File: config.mk
export PLATFORM = sky130hd
export DESIGN_NAME = keypad_entry
export DESIGN_NICKNAME = d
export VERILOG_FILES = /design/src/rtl/keypad_entry.sv
export SDC_FILE = /design/constraint.sdc
export NUM_CORES = 1
export LEC_CHECK = 0
export ABC_AREA = 1
export ABC_CLOCK_PERIOD_IN_PS = 3250
export BUFFER_PORTS_ARGS = -buffer_cell sky130_fd_sc_hd__buf_2
export CAP_MARGIN = 20
export CORE_MARGIN = 1.5
export CORE_UTILIZATION = 55
export CTS_BUF_LIST = sky130_fd_sc_hd__clkbuf_16
export CTS_CLUSTER_SIZE = 25
export DETAILED_ROUTE_END_ITERATION = 12
export PLACE_DENSITY = 0.75
export SKIP_CTS_REPAIR_TIMING = 1
export SYNTH_ARGS = -nofsm -noshare
export SYNTH_HDL_FRONTEND = slang
export SYNTH_SLANG_ARGS = --single-unit
File: constraint.sdc
create_clock -name clk_in -period 3.25 [get_ports clk_in]
set_clock_uncertainty 0.2 [all_clocks]
set_input_delay 0.1625 -clock clk_in [delete_from_list [all_inputs] [get_ports clk_in]]
set_output_delay 0.1625 -clock clk_in [all_outputs]
set_load 0.01 [all_outputs]
File: src/rtl/keypad_entry.sv
// 4x4 matrix keypad scanner with debounce and a 6-digit decimal entry buffer.
// Rows are driven active-low one at a time; columns are read back on each scan tick.
module keypad_entry #(
  parameter int CLK_HZ         = 50_000_000,
  parameter int SCAN_HZ        = 1_000,
  parameter int DEBOUNCE_SCANS = 20
) (
  input  logic        clk_in,
  input  logic        rst_n,
  input  logic [3:0]  col,
  output logic [3:0]  row,
  output logic        key_valid,
  output logic [3:0]  key_code,
  output logic [23:0] digits,
  output logic [2:0]  digit_count,
  output logic [19:0] entered_value,
  output logic        entry_done
);

  localparam int TICK_DIV = ((CLK_HZ / SCAN_HZ) > 1) ? (CLK_HZ / SCAN_HZ) : 2;
  localparam int DIV_W    = $clog2(TICK_DIV);
  localparam int DEB_W    = $clog2(DEBOUNCE_SCANS + 1);

  localparam logic [DIV_W-1:0] DIV_LAST = DIV_W'(TICK_DIV - 1);
  localparam logic [DEB_W-1:0] DEB_LAST = DEB_W'(DEBOUNCE_SCANS);

  typedef enum logic [1:0] {
    ST_SCAN     = 2'd0,
    ST_DEBOUNCE = 2'd1,
    ST_PRESSED  = 2'd2,
    ST_RELEASE  = 2'd3
  } state_t;

  // Position of the single low bit in an active-low one-hot vector.
  function automatic logic [1:0] f_low_index(input logic [3:0] v);
    logic [1:0] idx;
    case (v)
      4'b1110: idx = 2'd0;
      4'b1101: idx = 2'd1;
      4'b1011: idx = 2'd2;
      4'b0111: idx = 2'd3;
      default: idx = 2'd0;
    endcase
    return idx;
  endfunction

  function automatic logic f_single_low(input logic [3:0] v);
    logic one;
    case (v)
      4'b1110, 4'b1101, 4'b1011, 4'b0111: one = 1'b1;
      default:                            one = 1'b0;
    endcase
    return one;
  endfunction

  function automatic logic [3:0] f_key_code(input logic [1:0] r, input logic [1:0] c);
    logic [3:0] code;
    case ({r, c})
      4'h0:    code = 4'h1;
      4'h1:    code = 4'h2;
      4'h2:    code = 4'h3;
      4'h3:    code = 4'hA;
      4'h4:    code = 4'h4;
      4'h5:    code = 4'h5;
      4'h6:    code = 4'h6;
      4'h7:    code = 4'hB;
      4'h8:    code = 4'h7;
      4'h9:    code = 4'h8;
      4'hA:    code = 4'h9;
      4'hB:    code = 4'hC;
      4'hC:    code = 4'hE;
      4'hD:    code = 4'h0;
      4'hE:    code = 4'hF;
      default: code = 4'hD;
    endcase
    return code;
  endfunction

  function automatic logic [3:0] f_rotate(input logic [3:0] v);
    return {v[2:0], v[3]};
  endfunction

  logic [DIV_W-1:0] r_div_cnt;
  logic             r_scan_tick;
  logic [3:0]       r_col_meta;
  logic [3:0]       r_col_sync;
  state_t           r_state;
  logic [3:0]       r_row;
  logic [3:0]       r_col_rec;
  logic [DEB_W-1:0] r_deb_cnt;
  logic             r_key_valid;
  logic [3:0]       r_key_code;
  logic [23:0]      r_digits;
  logic [2:0]       r_digit_count;
  logic [19:0]      r_value;
  logic [19:0]      r_entered_value;
  logic             r_entry_done;

  logic [DEB_W-1:0] w_deb_next;
  logic             w_all_high;
  logic             w_single;
  logic             w_match;
  logic [19:0]      w_value_x10;

  assign w_deb_next  = r_deb_cnt + DEB_W'(1);
  assign w_all_high  = &r_col_sync;
  assign w_single    = f_single_low(r_col_sync);
  assign w_match     = (r_col_sync == r_col_rec);
  assign w_value_x10 = (r_value << 3) + (r_value << 1) + {16'd0, r_key_code};

  // Scan-rate divider producing a one-cycle tick on each wrap.
  always_ff @(posedge clk_in or negedge rst_n) begin
    if (!rst_n) begin
      r_div_cnt   <= '0;
      r_scan_tick <= 1'b0;
    end else if (r_div_cnt == DIV_LAST) begin
      r_div_cnt   <= '0;
      r_scan_tick <= 1'b1;
    end else begin
      r_div_cnt   <= r_div_cnt + DIV_W'(1);
      r_scan_tick <= 1'b0;
    end
  end

  // Two-stage synchronizer for the asynchronous column inputs.
  always_ff @(posedge clk_in or negedge rst_n) begin
    if (!rst_n) begin
      r_col_meta <= 4'hF;
      r_col_sync <= 4'hF;
    end else begin
      r_col_meta <= col;
      r_col_sync <= r_col_meta;
    end
  end

  // Scan/debounce state machine together with the entry buffer it updates.
  always_ff @(posedge clk_in or negedge rst_n) begin
    if (!rst_n) begin
      r_state         <= ST_SCAN;
      r_row           <= 4'b1110;
      r_col_rec       <= 4'hF;
      r_deb_cnt       <= '0;
      r_key_valid     <= 1'b0;
      r_key_code      <= 4'h0;
      r_digits        <= 24'h0;
      r_digit_count   <= 3'd0;
      r_value         <= 20'd0;
      r_entered_value <= 20'd0;
      r_entry_done    <= 1'b0;
    end else begin
      r_key_valid  <= 1'b0;
      r_entry_done <= 1'b0;
      case (r_state)
        ST_SCAN: begin
          if (r_scan_tick) begin
            // Multi-column presses are ghost-prone; treat them as no key.
            if (w_single) begin
              r_col_rec <= r_col_sync;
              r_deb_cnt <= DEB_W'(1);
              r_state   <= ST_DEBOUNCE;
            end else begin
              r_row <= f_rotate(r_row);
            end
          end
        end
        ST_DEBOUNCE: begin
          if (r_scan_tick) begin
            if (w_match) begin
              r_deb_cnt <= w_deb_next;
              if (w_deb_next == DEB_LAST) begin
                r_state     <= ST_PRESSED;
                r_key_valid <= 1'b1;
                r_key_code  <= f_key_code(f_low_index(r_row), f_low_index(r_col_rec));
              end
            end else begin
              r_state <= ST_SCAN;
            end
          end
        end
        ST_PRESSED: begin
          r_deb_cnt <= '0;
          r_state   <= ST_RELEASE;
          case (r_key_code)
            4'hA, 4'hB, 4'hC, 4'hD: begin
            end
            4'hE: begin
              r_digits      <= 24'h0;
              r_digit_count <= 3'd0;
              r_value       <= 20'd0;
            end
            4'hF: begin
              r_entered_value <= r_value;
              r_entry_done    <= 1'b1;
              r_digits        <= 24'h0;
              r_digit_count   <= 3'd0;
              r_value         <= 20'd0;
            end
            default: begin
              if (r_digit_count < 3'd6) begin
                r_digits      <= {r_digits[19:0], r_key_code};
                r_digit_count <= r_digit_count + 3'd1;
                r_value       <= w_value_x10;
              end
            end
          endcase
        end
        ST_RELEASE: begin
          if (r_scan_tick) begin
            if (w_all_high) begin
              r_deb_cnt <= w_deb_next;
              if (w_deb_next == DEB_LAST) begin
                r_state <= ST_SCAN;
              end
            end else begin
              r_deb_cnt <= '0;
            end
          end
        end
        default: begin
          r_state <= ST_SCAN;
        end
      endcase
    end
  end

  assign row           = r_row;
  assign key_valid     = r_key_valid;
  assign key_code      = r_key_code;
  assign digits        = r_digits;
  assign digit_count   = r_digit_count;
  assign entered_value = r_entered_value;
  assign entry_done    = r_entry_done;

endmodule

# After elaboration in Yosys (flattened, before gate mapping)
# Memories as Yosys holds them, arrays and structs flattened. A register that Yosys moved wholly into a read port is not among the register bits.
# Cells that the tools add are included.
# W data, S select, Z words.
# totals
reg_bits	109
romBits	64
in_bits	6
output_inout_bits	57
memories	1
# op_classes
add_sub_neg	5
order_cmp	1
eq_ne	30
mux	41
bitwise	2
reduce_logical	14
# memory_table
memory	depth	width	read_ports	rd_clocked_by_memory_dff	wr	line_no	text
(name not given)	16	4	1	1	0	58	case ({r, c})
# ops
op	count
$eq A4 B4 Y1 const B	13
$pmux W24 S2	1
$pmux W20 S2	1
$mux W2	16
$mux W5	6
$mux W24	1
$add A20 B20 Y20	1
$add A20 B4 Y20	1
$mux W20	1
$pmux W5 S4	1
$add A16 B1 Y16 const B	1
$eq A16 B16 Y1 const B	1
$mux W16	1
$ne A2 B2 Y1 const B	7
$eq A4 B3 Y1 const B	3
$pmux W2 S3	2
$reduce_and A3 Y1	3
$mux W1	8
$pmux W2 S4	1
$reduce_and A4 Y1	2
$reduce_or A4 Y1	2
$reduce_and A7 Y1	1
$pmux W3 S2	1
$add A5 B1 Y5 const B	1
15 further kinds	17

# Logic depth before layout (Yosys ltp)
# Gate-level depths: netlist (run 1).
# depth
word_depth	6
depth_mapped	15

# Least setup slack after synthesis (run 1)
# Ideal clock, no wire load.
# synth_timing
kind	register -> register
start	register r_key_code[3] (netlist: key_code[3])
end	register r_value[18]
setup_time_ns	0.117
arrival_time_ns	2.138
setup_slack_ns	0.795
path_stages_with_launch	13
n_path_buf	0
period_less_slack_ns	2.455
cell_sequence	dfrtp_1 inv_1 fa_1 inv_1 fa_1 nand3_1 nand2_1 nand2_1 nand2_1 nand2_1 nand3b_1 nand3_1 nand2_1
# synth_between
elab_chain_cells	4
# synth_lines
element	line_no	text
start, declared	92	logic [3:0] r_key_code;
parallel branches: the longest is 4 deep, another holds $add A20 B4 Y20	-	
end signal, assigned	202	r_value <= w_value_x10;
end, declared	95	logic [19:0] r_value;
# Several ways; the timed one is not identified. The select of a mux whose other input is x is not followed.
# A chain may end at the register's enable or synchronous reset.

# Worst setup path in the final report (run 1)
# layout_timing
start	register r_key_code[3] (netlist: key_code[3])
end	register r_value[14]
# The elaborated chain is that of the path after synthesis.

==> flow_summary.ini, run 1 <==
[sta]
fin_crit_ns = 2.62
drv_slew = 0
slew_headroom = 0.529
max_slew.worst_pin.slew_ns = 0.700
rsz0062_at_grt = no
setup_tns_ns = 0
setup_viol = 0
hold_viol = 0
timing.final.crit_share = 0.807
max_freq_mhz = 382

[floorplan]
dieWidth_um = 109
initial_core_util = 0.566
dieHeight_um = 109
core_um2 = 10900
boundaryPins = 63
rows = 38
dieArea_um2 = 11800

[global_route]
grt_overflow_total = 0
grt_start_max_net_pins = 61
grt_pass1_wl_mm = 21.9
antenna_found_initial = 0
grt_pass1_vias = 4849
grt_usage = 0.238

[critical_path]
cp-end-kind = flip-flop
crit_chain = inv_1 -> fa_1 -> inv_1 -> fa_1 -> nand3_1 -> nand2_1 -> nand2_1 -> nand2_1 -> nand2_1 -> nand3b_1 -> nand3_1 -> nand2_1
arrival_ns = 2.67
cp_common_cell = nand2_1
path_max_fanout = 4
worstSetupPathType = flip-flop to flip-flop
max_stage_delay_ns = 0.55
worst_ep_required_time_ns = 3.30
rrSetupSlack_ns = 0.63
cp_slowest_cell = fa_1
start_kind = flip-flop

[logic_synthesis]
ys_warn_count = 0
syn_area_um2 = 6160
syn-num-nets = 755
yosys.cell_types.count = 42
synth-seq-cells = 112
syn-instance-count = 704
synth.avg_cell_area_um2 = 8.75
synth_seq_area_share = 0.458

[clocking]
cts_buffers = 9
clock-root-buffer = clkbuf_16
cts_sinks = 112
cts_buffer_depth = 2
insertion_delay_ns = 0.36
cts_tree = yes
clk_pin_slew_ns = 0.07
ctsHtreeMaxLevel = 3

[placement]
io_buffers = 62
gp_congestion = 0.918
hpwl_mm = 9.24
placement.cell_area_um2 = 6580

[routing]
wl_met2_mm = 6.47
drcViolationCount = 0
highest_layer = met4
viasPerCell = 5.32
drt-met1-wl_mm = 5.59
drt-initial-drc-count = 231
wl_met3_um = 594
ant_nets = 0
via_count = 4892
firstDrtPassIters = 4
wl_mm = 13.0
wl_per_cell_um = 14.1

[cells_and_area]
drive_above_1_share = 0.171
seqCellArea_um2 = 2820
final_util = 0.640
fillers = 905
multi_input_area_um2 = 2890
final_area_um2 = 6970
syn_to_final_growth_pct = 13.2
antennaDiodeCount = 0
nNetsFinal = 825

[power]
p_leak_nw = 3.87
p_total_mw = 2.71
peakVddDrop_mv = 0.384
p_per_area_nw_per_um2 = 389

[worst_hold_path]
min_path_type = flip-flop to flip-flop

[outcome]
status = complete, no violations

[job]
cap_violations = 0
[per-stage QoR]
step / setup WS, ns / hold WS [ns] / instances
2_1_floorplan: 0.795 / -0.333 / 704
3_3_place_gp: 0.722 / 0.0467 / 898
3_5_place_dp: 0.641 / 0.0558 / 898
4_1_cts: 0.640 / -0.330 / 914
5_1_grt: 0.457 / 0.163 / 919
6_report: 0.629 / 0.156 / 919
[sequential cells by signal, summed over array words and instances, names as in the netlist, named ones only]
register / flops
r_scan_tick: 1
digit_count: 3
r_value: 19
r_col_rec: 4
r_col_meta: 4
r_deb_cnt: 5
key_valid: 1
entry_done: 1
r_state: 1
r_div_cnt: 16
r_col_sync: 4
key_code: 4
digits: 24
row: 4
entered_value: 20
[cell type report]
class	count	share of cell area
Multi-Input combinational cell	489	0.415
Sequential cell	112	0.405
Timing Repair Buffer	70	0.0571
Inverter	92	0.0496
Clock buffer	9	0.0323
Tap cell	140	0.0251
Clock inverter	7	0.0160
[cells in the mapped netlist]
cell	count	area, µm²
o22ai_1	18	113
nor2_8	1	20.0
buf_6	2	22.5
nand4_1	5	31.3
fa_1	2	40.0
mux2_2	3	33.8
inv_1	86	323
dfstp_2	15	394
a32o_1	1	10.0
nand3b_1	7	52.6
nor2_1	61	229
nand2_2	4	25.0
and3_1	1	6.26
nor3_1	7	35.0
ha_1	43	538
nor3_2	1	10.0
a31oi_1	1	6.26
or2_2	1	6.26
a21oi_1	29	145
buf_12	1	20.0
a21oi_2	1	8.76
buf_8	1	15.0
nand3_1	42	210
or2_0	1	6.26
o21ai_0	35	175
nor4_1	3	18.8
nand4_2	1	12.5
xnor2_1	6	52.6
o21ai_1	2	10.0
clkbuf_1	1	3.75
dfrtp_1	97	2430
nor2_2	3	18.8
buf_2	3	15.0
buf_4	3	22.5
nor3b_1	1	7.51
a22o_1	3	26.3
xor2_1	14	123
inv_2	6	22.5
nor3_4	2	32.5
mux2_4	15	225
nand3_2	1	10.0
nand2_1	174	653
[metal layers]
layer  global-route usage  up-vias
li1                     -     2428
met1                0.286     2319
met2                0.414      121
met3               0.0406       24
met4                0.112        0
met5                    0        -
[layout by cell type, fill, tap and decap left out, types with 2 or more instances in the layout]
| master | n |
|---|---|
| xor2_1 | 14 |
| nor2_2 | 3 |
| inv_1 | 87 |
| nand3b_1 | 7 |
| a22o_1 | 3 |
| mux2_4 | 15 |
| clkbuf_16 | 9 |
| nor3_1 | 7 |
| ha_1 | 43 |
| inv_2 | 6 |
| xnor2_1 | 6 |
| dfstp_2 | 15 |
| o21ai_1 | 2 |
| buf_4 | 3 |
| bufinv_16 | 3 |
| fa_1 | 2 |
| dlygate4sd3_1 | 5 |
| nand2_1 | 174 |
| nor2_1 | 61 |
| nand2_2 | 4 |
| nor3_4 | 2 |
| buf_2 | 61 |
| a21oi_1 | 29 |
| mux2_2 | 3 |
| o21ai_0 | 35 |
| nor4_1 | 3 |
| nand4_1 | 5 |
| o22ai_1 | 18 |
| nand3_1 | 42 |
| dfrtp_1 | 97 |
[cells by family (layout without fill, tap and decap cells)]
logic type,after synthesis,count (layout),share of synthesized area
buffers and inverters,103,178,0.0721
multiplexers,18,18,0.0421
flip-flops,112,112,0.458
XOR/XNOR,20,20,0.0284
AO/OA/AOI/OAI,90,90,0.0803
adder cells (fa/ha/maj),45,45,0.0939
AND/OR/NAND/NOR,316,316,0.225
[final timing paths]
check / from / depth (start not counted) / endpoint
hold / removal: r_col_meta[2] / 0 / r_col_sync[2]
min in group asynchronous: rst_n / 2 / entered_value[12]
setup / recovery: key_code[3] / 12 / r_value[14]
max in group asynchronous: rst_n / 3 / row[3]
hold reg to reg: r_col_meta[2] / 0 / r_col_sync[2]
setup reg to reg: key_code[3] / 12 / r_value[14]
[critical path: cells and delay by family (launching register included)]
kind | cells | cell delay (ns)
buffers and inverters | 2 | 0.19
adders and majority gates | 2 | 1.05
DFF | 1 | 0.37
and+or+nand+nor | 8 | 0.70
[report_power, final]
group	internal [mW]	switching (mW)
sequential	1.40	0.00312
clock	0.748	0.509
combinational	0.0122	0.0342
total	2.16	0.546
(Power assumes the default switching activity.)
==> run 2: changes to the inputs <==
ABC_AREA = 0   (was 1)
ABC_CLOCK_PERIOD_IN_PS = 2600   (was 3250)
clock period = 2.6 ns   (was 3.25 ns; I/O delays follow)
==> flow_summary.ini, run 2 <==
[sta]
slew_headroom = 0.622
setup_tns_ns = -1.38
max_freq_mhz = 340
rsz0062_at_grt = yes
hold_viol = 0
drv_slew = 0
max_slew.worst_pin.slew_ns = 0.563
setup_viol = 7
fin_crit_ns = 2.94
timing.final.crit_share = 1.13
setup_slack_ns = -0.339
hold_slack_ns = 0.0660

[routing]
wl_per_cell_um = 16.3
ant_nets = 0
viasPerCell = 5.78
via_count = 4357
firstDrtPassIters = 4
drt-initial-drc-count = 227
wl_mm = 12.3
drcViolationCount = 0

[logic_synthesis]
yosysTopAreaCellShare = 0.420
async_reset_ff_frac = 1.00
synth.most_common_cell = dfrtp_1
yosysTopAreaCell = dfrtp_1
synth_top_flop_cell = dfrtp_1
ys_warn_count = 0
syn-num-nets = 570
synthTopCellsByCount = 97 x dfrtp_1, 44 x nand2_1, 43 x ha_1
syn-instance-count = 519
synth-edff-count = 0
synth.avg_cell_area_um2 = 11.1
synth.area.top_cells = dfrtp_1 42%, ha_1 9.3%, dfstp_2 6.8%
yosys.cell_types.count = 55
synth-seq-cells = 112
syn_area_um2 = 5780
synth_seq_area_share = 0.488

[clocking]
cts_buffers = 9
ctsHtreeMaxLevel = 3
clock-root-buffer = clkbuf_16
cts_sinks = 112
cts_tree = yes
cts_buffer_depth = 2
insertion_delay_ns = 0.35
clk_pin_slew_ns = 0.07

[critical_path]
crit_chain = inv_2 -> fa_1 -> inv_2 -> fa_2 -> a21o_1 -> a311o_1 -> and4_1 -> o2111a_1 -> mux2i_1 -> o311ai_1
start_kind = flip-flop
worst_ep_required_time_ns = 2.62
max_stage_delay_ns = 0.55
path_max_fanout = 2
cp_slowest_cell = fa_1
rrSetupSlack_ns = -0.34
rr_endpoint = r_value[18]
cp-end-kind = flip-flop
arrival_ns = 2.96
worstSetupPathType = flip-flop to flip-flop
reg2reg_from = r_value[2]
worst-r2r-cell-count = 10
cp_common_cell = inv_2

[job]
cap_violations = 0

[outcome]
violations = negative setup slack
status = finished with violations

[global_route]
grt_overflow_total = 0
antenna_found_initial = 0
grt_pass1_wl_mm = 20.6
grt_start_max_net_pins = 82
grt_usage = 0.233
grt_pass1_vias = 4397

[cells_and_area]
syn_to_final_growth_pct = 19.5
final_cell_mix = 97 x dfrtp_1, 61 x buf_2, 43 x nand2_1
drive_above_1_share = 0.304
antennaDiodeCount = 0
mostFrequentLayoutCell = dfrtp_1
largest_reg_flops = 24
nNetsFinal = 664
fillers = 783

[worst_hold_path]
min_path_type = input pin to asynchronous set/reset pin

[placement]
gp_congestion = 0.847
hpwl_mm = 8.63
io_buffers = 62

[floorplan]
initial_core_util = 0.562
boundaryPins = 63
dieArea_um2 = 11100
rows = 37
dieHeight_um = 105
core_um2 = 10300
dieWidth_um = 105

[power]
p_per_area_nw_per_um2 = 441
peakVddDrop_mv = 0.290
p_leak_nw = 3.64
[run 2: through the flow]
step | power, mW | worst slack, ns | util | area (µm²) | instances
3_3_place_gp | 1.84 | -0.246 | 0.630 | 6480 | 731
5_1_grt | 3.15 | -0.443 | 0.672 | 6910 | 754
6_report | 3.04 | -0.339 | 0.672 | 6910 | 754
3_5_place_dp | 1.84 | -0.330 | 0.630 | 6480 | 731
4_1_cts | 3.07 | -0.354 | 0.655 | 6730 | 747
2_1_floorplan | 1.80 | -0.245 | - | 5790 | 519
[run 2: layout make-up]
| type | count | area (µm²) | share of cell area |
|---|---|---|---|
| tap | 136 | 170 | 0.0246 |
| clock buffer | 9 | 225 | 0.0326 |
| clock inverter | 7 | 30.0 | 0.00435 |
| sequential | 112 | 2820 | 0.409 |
| timing repair buffer | 103 | 671 | 0.0971 |
| multi-input combinational | 365 | 2910 | 0.421 |
| inverter | 22 | 82.6 | 0.0120 |
[run 2: cell families (layout without fill, tap and decap cells)]
family                   count (synthesis)  in the layout  synth area share
AND/OR/NAND/NOR                        136            136             0.119
flip-flops                             112            112             0.488
AO/OA/AOI/OAI                          110            110             0.134
adder cells (fa/ha/maj)                 45             45             0.100
buffers and inverters                   42            141            0.0297
multiplexers                            38             38            0.0747
XOR/XNOR                                36             36            0.0546
[run 2: metal layers]
metal,GRT usage,wire [µm]
met5,0,0
met1,0.296,5160
met4,0.0936,212
met3,0.0439,600
met2,0.393,6290
[run 2: how the worst max path moves through the flow]
| stage | startpoint | to | slack (ns) | depth (start not counted) |
|---|---|---|---|---|
| global placement | r_value[2] | r_value[10] | -0.25 | 11 |
| floorplan | key_code[3] | r_value[18] | -0.24 | 10 |
| detailed placement | r_value[2] | r_value[16] | -0.33 | 10 |
| CTS | r_value[2] | r_value[16] | -0.35 | 10 |
| global route | r_value[2] | r_value[16] | -0.44 | 10 |
| finish | r_value[2] | r_value[18] | -0.34 | 10 |
[run 2: worst max-delay path, delay by kind of cell (launching register included)]
kind | cells | cell delay, ns
AO/OA/AOI/OAI | 4 | 0.89
adder cells (fa/ha/maj) | 2 | 0.89
buffers and inverters | 2 | 0.10
flip-flops | 1 | 0.36
multiplexers | 1 | 0.15
AND/OR/NAND/NOR | 1 | 0.21
[run 2: power by group]
group	leakage [nW]	total [mW]	switching (mW)	internal, mW
logic	2.00	0.0543	0.0387	0.0157
clock network	0.139	1.23	0.599	0.630
registers	1.50	1.76	0.00629	1.75
total	3.64	3.04	0.644	2.40
==> run 3: changes to the inputs <==
CORE_UTILIZATION = 50   (was 55)
PLACE_DENSITY = 0.7   (was 0.75)
==> flow_summary.ini, run 3 (synthesized netlist as in run 2, its figures left out) <==
[outcome]
status = finished with violations
violations = negative setup slack

[sta]
fin_crit_ns = 2.91
slew_headroom = 0.584
rsz0062_at_grt = yes
hold_viol = 0
drv_slew = 0
timing.final.crit_share = 1.12
hold_slack_ns = 0.107
max_freq_mhz = 344
setup_slack_ns = -0.306
setup_tns_ns = -1.25
setup_viol = 8
max_slew.worst_pin.slew_ns = 0.619

[cells_and_area]
largest_reg_flops = 24
seqCellArea_um2 = 2820
multi_input_area_um2 = 2910
nNetsFinal = 669
fillers = 898
antennaDiodeCount = 0
mostFrequentLayoutCell = dfrtp_1
final_cell_mix = 96 x dfrtp_1, 61 x buf_2, 43 x nand2_1
drive_above_1_share = 0.318
final_util = 0.618
syn_to_final_growth_pct = 21.0

[critical_path]
worst-r2r-cell-count = 11
rr_endpoint = r_value[10]
start_kind = flip-flop
max_stage_delay_ns = 0.56
cp_slowest_cell = fa_1
path_max_fanout = 2
crit_chain = inv_2 -> fa_1 -> inv_2 -> fa_2 -> a21o_1 -> a311o_1 -> buf_4 -> a21oi_4 -> o21bai_1 -> xor2_1 -> a22o_1
cp_common_cell = inv_2
reg2reg_from = key_code[3]
cp-end-kind = flip-flop
rrSetupSlack_ns = -0.31
worstSetupPathType = flip-flop to flip-flop
worst_ep_required_time_ns = 2.65
arrival_ns = 2.95

[floorplan]
dieWidth_um = 111
rows = 39
dieHeight_um = 111
initial_core_util = 0.510
boundaryPins = 63
core_um2 = 11300
dieArea_um2 = 12200

[power]
power.switching_mw = 0.678
power.internal_mw = 2.52
p_seq_frac = 0.550
p_sw_frac = 0.212
pwr-share-clk = 0.432
p_comb_frac = 0.018
p_leak_nw = 3.66
p_per_area_nw_per_um2 = 457
peakVddDrop_mv = 0.459

[placement]
gp_congestion = 0.853
hpwl_mm = 8.67
io_buffers = 62
dp_worst_setup_slack_ns = -0.344

[clocking]
clock-root-buffer = clkbuf_16
insertion_delay_ns = 0.36
cts_sinks = 112
cts_buffer_depth = 2
cts_tree = yes
ctsHtreeMaxLevel = 3
clk_pin_slew_ns = 0.07
cts_buffers = 9

[global_route]
grt_overflow_total = 0
grt_usage = 0.206
use_met2 = 0.348
busiest_layer = met2
grtUsageMet1 = 0.265
antenna_found_initial = 0
use_met3 = 0.0488
grt_start_max_net_pins = 46
grt_pass1_vias = 4204
grt_pass1_wl_mm = 20.4

[routing]
viasPerCell = 5.64
wl_per_cell_um = 16.0
firstDrtPassIters = 4
ant_nets = 0
drt-initial-drc-count = 178
via_count = 4323
drcViolationCount = 0
wl_mm = 12.3

[job]
cap_violations = 0

[worst_hold_path]
min_path_type = input pin to asynchronous set/reset pin
[run 3: cell types whose count changed in the layout (fill, tap and decap cells not counted), moves of 2 or more]
cell      previous run  this run
inv_1               24        19
buf_4               34        38
buf_6                0         2
clkinv_2             0         2
inv_6                0         2
o21ai_2              3         1
[run 3: cell type report]
| cell class | count | area share |
|---|---|---|
| multi-input combinational | 365 | 0.416 |
| clock inverter | 7 | 0.0100 |
| inverter | 22 | 0.0118 |
| tap | 143 | 0.0256 |
| clock buffer | 9 | 0.0322 |
| sequential | 112 | 0.404 |
| timing repair buffer | 108 | 0.101 |
[run 3: power groups by stage]
stage / logic [mW] / registers, mW / clock network [mW]
final: 0.0563 / 1.76 / 1.38
after global routing: 0.0669 / 1.76 / 1.48
after CTS: 0.0539 / 1.76 / 1.42
after detailed placement: 0.0540 / 1.79 / 0
after global placement: 0.0519 / 1.79 / 0
after floorplan: 0.00998 / 1.79 / 0
[run 3: worst max path at each step]
| stage | slack, ns | depth (start not counted) | startpoint | to |
|---|---|---|---|---|
| 5_1_grt | -0.37 | 10 | key_code[3] | r_value[16] |
| 6_report | -0.31 | 11 | key_code[3] | r_value[10] |
| 4_1_cts | -0.42 | 10 | r_value[2] | r_value[16] |
| 3_5_place_dp | -0.34 | 11 | r_value[2] | r_value[10] |
| 3_3_place_gp | -0.24 | 11 | r_value[2] | r_value[10] |
| 2_1_floorplan | -0.24 | 10 | key_code[3] | r_value[18] |
[run 3: worst max-delay path, delay by kind of cell, from the launching register on]
| family | cells | cell delay (ns) |
|---|---|---|
| xor+xnor | 1 | 0.15 |
| fa+ha+maj | 2 | 0.90 |
| flops | 1 | 0.37 |
| compound gates | 5 | 0.91 |
| buf+inv | 3 | 0.27 |
[run 3: per-stage QoR]
step,power [mW],cells,instance area (µm²)
after floorplan,1.80,519,5790
after global placement,1.84,740,6490
after detailed placement,1.85,740,6490
after CTS,3.23,756,6790
after global routing,3.31,766,6990
final,3.20,766,6990
[run 3: per-layer routing]
layer / vias up / part of all wire
li1: 2074 / -
met1: 2153 / 0.44
met2: 85 / 0.51
met3: 11 / 0.039
met4: 0 / 0.012
met5: - / 0
